$ cat src/rtl/vec_issue_sequencer.sv
// Issue sequencer between the scalar core and the vector datapath: queues
// {instruction, rs1, rs2} requests, issues one at a time and returns an ack.
module vec_issue_sequencer #(
  parameter int XLEN    = 32,
  parameter int DEPTH   = 4,
  parameter int TIMEOUT = 1024
) (
  input  logic                       clk,
  input  logic                       reset,
  input  logic                       inst_valid,
  input  logic [XLEN-1:0]            instruction,
  input  logic [XLEN-1:0]            rs1_data,
  input  logic [XLEN-1:0]            rs2_data,
  output logic                       vec_pro_ready,
  input  logic                       scalar_pro_ready,
  output logic                       vec_pro_ack,
  output logic                       ack_error,
  output logic [XLEN-1:0]            issue_instruction,
  output logic [XLEN-1:0]            issue_rs1_data,
  output logic [XLEN-1:0]            issue_rs2_data,
  output logic                       issue_start,
  output logic                       busy,
  input  logic                       inst_done,
  input  logic                       dp_error,
  output logic                       timeout_err,
  output logic [$clog2(DEPTH):0]     q_count
);

  localparam int AW = $clog2(DEPTH);
  localparam int CW = AW + 1;
  localparam int WW = $clog2(TIMEOUT) + 1;

  typedef struct packed {
    logic [XLEN-1:0] inst;
    logic [XLEN-1:0] rs1;
    logic [XLEN-1:0] rs2;
  } req_t;

  typedef enum logic [1:0] {S_IDLE, S_ISSUE, S_EXEC, S_ACK} state_t;

  state_t          state, state_nxt;
  req_t            mem [DEPTH];
  logic [AW-1:0]   wr_ptr, rd_ptr;
  logic [CW-1:0]   count;
  logic [WW-1:0]   wd;
  logic            push, pop, wd_hit;

  assign vec_pro_ready = (count != CW'(DEPTH));
  assign q_count       = count;
  assign push          = inst_valid && vec_pro_ready;
  assign pop           = (state == S_IDLE) && (count != '0);
  assign wd_hit        = (wd == WW'(TIMEOUT - 1));

  // FIFO: power-of-two depth lets the pointers wrap naturally
  always_ff @(posedge clk) begin
    if (push) mem[wr_ptr] <= '{instruction, rs1_data, rs2_data};
  end

  always_ff @(posedge clk or negedge reset) begin
    if (!reset) begin
      wr_ptr <= '0;
      rd_ptr <= '0;
      count  <= '0;
    end else begin
      if (push) wr_ptr <= wr_ptr + AW'(1);
      if (pop)  rd_ptr <= rd_ptr + AW'(1);
      if (push && !pop)      count <= count + CW'(1);
      else if (pop && !push) count <= count - CW'(1);
    end
  end

  always_ff @(posedge clk or negedge reset) begin
    if (!reset) state <= S_IDLE;
    else        state <= state_nxt;
  end

  always_comb begin
    state_nxt = state;
    case (state)
      S_IDLE:  if (pop) state_nxt = S_ISSUE;
      S_ISSUE: state_nxt = inst_done ? S_ACK : S_EXEC;
      S_EXEC:  if (inst_done || wd_hit) state_nxt = S_ACK;
      S_ACK:   if (scalar_pro_ready) state_nxt = S_IDLE;
      default: state_nxt = S_IDLE;
    endcase
  end

  always_comb begin
    issue_start = (state == S_ISSUE);
    busy        = (state != S_IDLE);
    vec_pro_ack = (state == S_ACK);
  end

  // Issue registers, watchdog and ack qualifiers
  always_ff @(posedge clk or negedge reset) begin
    if (!reset) begin
      issue_instruction <= '0;
      issue_rs1_data    <= '0;
      issue_rs2_data    <= '0;
      wd                <= '0;
      ack_error         <= 1'b0;
      timeout_err       <= 1'b0;
    end else begin
      if (pop) begin
        issue_instruction <= mem[rd_ptr].inst;
        issue_rs1_data    <= mem[rd_ptr].rs1;
        issue_rs2_data    <= mem[rd_ptr].rs2;
      end
      case (state)
        S_ISSUE: begin
          wd <= '0;
          if (inst_done) ack_error <= dp_error;
        end
        S_EXEC: begin
          if (inst_done) begin
            ack_error <= dp_error;
          end else if (wd_hit) begin
            ack_error   <= 1'b1;
            timeout_err <= 1'b1;
          end else begin
            wd <= wd + WW'(1);
          end
        end
        S_ACK: if (scalar_pro_ready) ack_error <= 1'b0;
        default: ;
      endcase
    end
  end

endmodule

$ cat config.mk
export PLATFORM = sky130hd
export DESIGN_NAME = vec_issue_sequencer
export DESIGN_NICKNAME = d
export VERILOG_FILES = /design/src/rtl/vec_issue_sequencer.sv
export SDC_FILE = /design/constraint.sdc
export NUM_CORES = 1
export LEC_CHECK = 0
export ABC_AREA = 1
export BUFFER_PORTS_ARGS = -buffer_cell sky130_fd_sc_hd__buf_4
export CORE_UTILIZATION = 58
export DETAILED_ROUTE_END_ITERATION = 6
export PLACE_DENSITY_LB_ADDON = 0.05
export SLEW_MARGIN = 0
export SYNTH_ARGS = -nofsm -noshare
export SYNTH_HDL_FRONTEND = slang
export SYNTH_SLANG_ARGS = --single-unit
export TNS_END_PERCENT = 10
$ cat constraint.sdc
create_clock -name clk -period 7.6 [get_ports clk]
set_clock_uncertainty 0.15 [all_clocks]
set_input_delay 1.14 -clock clk [delete_from_list [all_inputs] [get_ports clk]]
set_output_delay 1.14 -clock clk [all_outputs]
set_load 0.02 [all_outputs]
==> results by group <==
Outcome
  – Status: finished clean

Layout
  – Reg area: ~14000 µm²
  – Non-filler instance count after layout: between 2000 and 2500
  – # nets final: roughly 1800
  – Area growth from synthesis to layout: 18.2%
  – Final core occ: 0.704
  – Proportion of layout cells with a drive suffix above 1: 0.180
  – Fill count: 2225
  – Multi-input gate area: between 4000 and 5000 µm²

Yosys
  – Yosys warnings: 0
  – Register bit total from synthesis: between 500 and 600
  – XOR/XNOR Fraction of Synth Area: 0.00368
  – Adder-cell share of the synthesized area: 0.00762
  – Netlist Area Pre-Place: about 19000 µm²
  – Top cell type's share of synthesized area: 0.605
  – Syn nets: approximately 1600
  – Async S/R FF share, synth: 0.235
  – Multiplexer share of the synthesized area: 0
  – Mean post-synth cell area: 12.7 µm²
  – Synth cell types: 29
  – Seq/Total Area, Yosys: 0.760
  – EDFF count, synth: ~380
  – Commonest cells in the netlist: 492 x nor2_1, 384 x edfxtp_1, 202 x o21ai_0
  – Post-synthesis cell type with the largest combined area: edfxtp_1
  – Simple-Gate Fraction of Synth Area: 0.112
  – Gate Count Post-Synth: 1501
  – Largest family of logic cells by synthesized area: simple AND/OR/NAND/NOR gates
  – Most common cell in the netlist: nor2_1
  – Prevailing post-synth register cell: edfxtp_1
  – Top cells by area in the synthesized netlist: edfxtp_1 61%, dfrtp_1 16%, nor2_1 9.7%
  – Area fraction in compound gates after synthesis: 0.0887

Drt
  – Via density per instance: ~5.5
  – Routed Antenna Nets: 0
  – Vias: roughly 12000
  – Pre-antenna DRT Iters: 5
  – DR iter-0 viols: between 800 and 900
  – Post-DR wirelength/cell: ~19 µm
  – DRT Wirelength: 40200 µm
  – Drt drc: 0

Worst setup path
  – Crit. path cell count: 5
  – Critical Path Source Type: flop
  – Worst Path Max Fanout: 71
  – Buf/Inv on CP: 2
  – RR Startpoint: q_count[0]$_DFFE_PN0P_
  – Crit path from: q_count[0]$_DFFE_PN0P_
  – Slowest stage delay, CP: roughly 0.97 ns
  – Worst R2R Path Depth: 5
  – Crit. End Element: flop
  – Crit path cell chain: inv_2, nand3_1, nand2_1, nor2_4, buf_4
  – Critical path's top delay family: simple AND/OR/NAND/NOR gates
  – Worst path arrival time: between 3 and 4 ns
  – Crit path required time: 7.61 ns
  – Crit path kind: flop to flop
  – Worst path slowest cell: buf_4

CTS
  – Num CTS Buffers: 49
  – CTS Sinks: 502
  – CTS Buffer Depth: 3
  – Hold-fix buffers at CTS: 0
  – CTS tree: yes
  – Clk_lat worst skew: approximately 0.55 ns
  – Clock-pin slew on the worst setup and hold paths: about 0.06 ns
  – Clock Tree Root: clkbuf_16
  – Post-CTS Resized: 0
  – # Post-CTS Setup Buffers: 0
  – H-tree Lvls: 2

Floorplanning
  – Top-Level Pins: between 200 and 250
  – CORE AREA: about 32000 µm²
  – Starting Density: 0.596
  – Die area: 33600 µm²
  – FP Rows: 65
  – Die H: 183 µm
  – Die Width: about 180 µm

Power and ir drop
  – Switching share of power: 0.357
  – Seq pwr share: 0.428
  – Switch Pwr: 3.42 mW
  – P per Cell Area: around 430 nW/µm²
  – Power share of the clock group: 0.250
  – P_int: 6.17 mW
  – Lkg Pwr: 8.26 nW
  – Comb power frac: 0.323
  – Power Total: between 9 and 10 mW
  – Peak VDD IR: between 0.0002 and 0.0003 V

Placed design
  – Post-DP HPWL: between 20000 and 25000 µm
  – Gp weighted congestion: between 0.8 and 0.9
  – Port bufs: roughly 210
  – Placed Cells: between 2000 and 2500

Worst hold path
  – Hold Path Class: flop to flop
  – Min-delay src: ack_error$_DFFE_PN0P_
  – Worst hold path depth: 2

Timing
  – Setup tns final: 0 ns
  – Final hold vios: 0
  – Max Slew Vio Count: 0
  – # setup viols final: 0
  – Fin crit period: approximately 3.3 ns
  – RSZ-0062 raised after global routing: false
  – Tightest Pin Transition: 1.33 ns
  – Final period util: 0.437
  – Slew headroom: 0.114
  – Fmax: about 0.30 GHz

GRT
  – First-pass GRT wire length: about 63000 µm
  – Antenna violations before repair: 2
  – Tot GR Track Use: 0.245
  – Largest net degree at the start of global routing: slightly below 200
  – Overflow after GRT: 0
  – Vias in the first global route: 11700

Run
  – MaxCap Viol Count: 0
## registers in the layout, summed over array words and instances, names as in the netlist
register / flops
ack_error: 1
issue_instruction: 32
issue_rs1_data: 32
issue_rs2_data: 32
mem: 384
q_count: 3
rd_ptr: 2
state: 2
timeout_err: 1
wd: 11
wr_ptr: 2
## final timing paths
check | slack, ns | end
min reg2reg | 0.32 | ack_error$_DFFE_PN0P_
min in group asynchronous | 0.42 | wd[7]$_DFFE_PN0P_
min | 0.32 | ack_error$_DFFE_PN0P_
max in group asynchronous | 5.36 | rd_ptr[0]$_DFFE_PN0P_
max | 4.28 | mem[3][48]$_DFFE_PP_
max reg2reg | 4.28 | mem[3][48]$_DFFE_PP_
## kinds of logic after synthesis
kind of cell	count (synthesis)
DFF	502
AOI/OAI and AO/OA	309
and+or+nand+nor	556
adders and majority gates	11
xor gates and xnor gates	8
buffers and inverters	115
## routing by layer
metal | track usage | wire length, µm | part of all wire
met1 | 0.331 | 17500 | 0.43
met2 | 0.412 | 19600 | 0.49
met3 | 0.0421 | 2280 | 0.057
met4 | 0.0700 | 826 | 0.021
met5 | 0 | 0 | 0
## layout make-up
class / count / share of cell area
Sequential cell: 502 / 0.644
Clock inverter: 14 / 0.00595
Multi-Input combinational cell: 884 / 0.181
Timing Repair Buffer: 220 / 0.0741
Tap cell: 435 / 0.0242
Antenna cell: 2 / 0.000222
Clock buffer: 78 / 0.0661
Inverter: 28 / 0.00489
## worst reg2reg max path, delay by kind of cell (launching register included)
family                 cells  cell delay [ns]
buffers and inverters      2             1.08
flip-flops                 1             0.46
AND/OR/NAND/NOR            3             1.20
## placed cells by master, fill, tap and decap left out, drive strengths merged
master      n
clkinv      7
o21ai     207
fa          1
a21oi       2
nand3b      1
o21bai      2
nand3      15
dfrtp     118
bufinv      2
diode       2
nand4       5
inv        29
clkbuf     78
buf       220
nand2      40
ha         10
clkinvlp    4
edfxtp    384
a211oi      1
xnor2       2
a31oi      97
nor2      494
or2         1
xor2        6
## power groups by stage
stage | Sequential [mW] | Combinational (mW) | Clock, mW
finish | 4.10 | 3.10 | 2.39
global route | 4.17 | 3.46 | 2.54
CTS | 4.11 | 3.14 | 2.42
detailed placement | 4.16 | 3.13 | 0
global placement | 4.14 | 3.04 | 0
floorplan | 4.36 | 1.84 | 0
## metrics by stage
stage / area, µm² / hold WS [ns] / setup slack [ns]
6_report: 22500 / 0.324 / 4.28
5_1_grt: 22500 / 0.359 / 4.06
4_1_cts: 22500 / 0.330 / 4.26
3_5_place_dp: 20900 / 0.316 / 3.71
3_3_place_gp: 20900 / 0.313 / 3.72
2_1_floorplan: 19000 / 0.317 / 1.61
(Power assumes the default switching activity.)
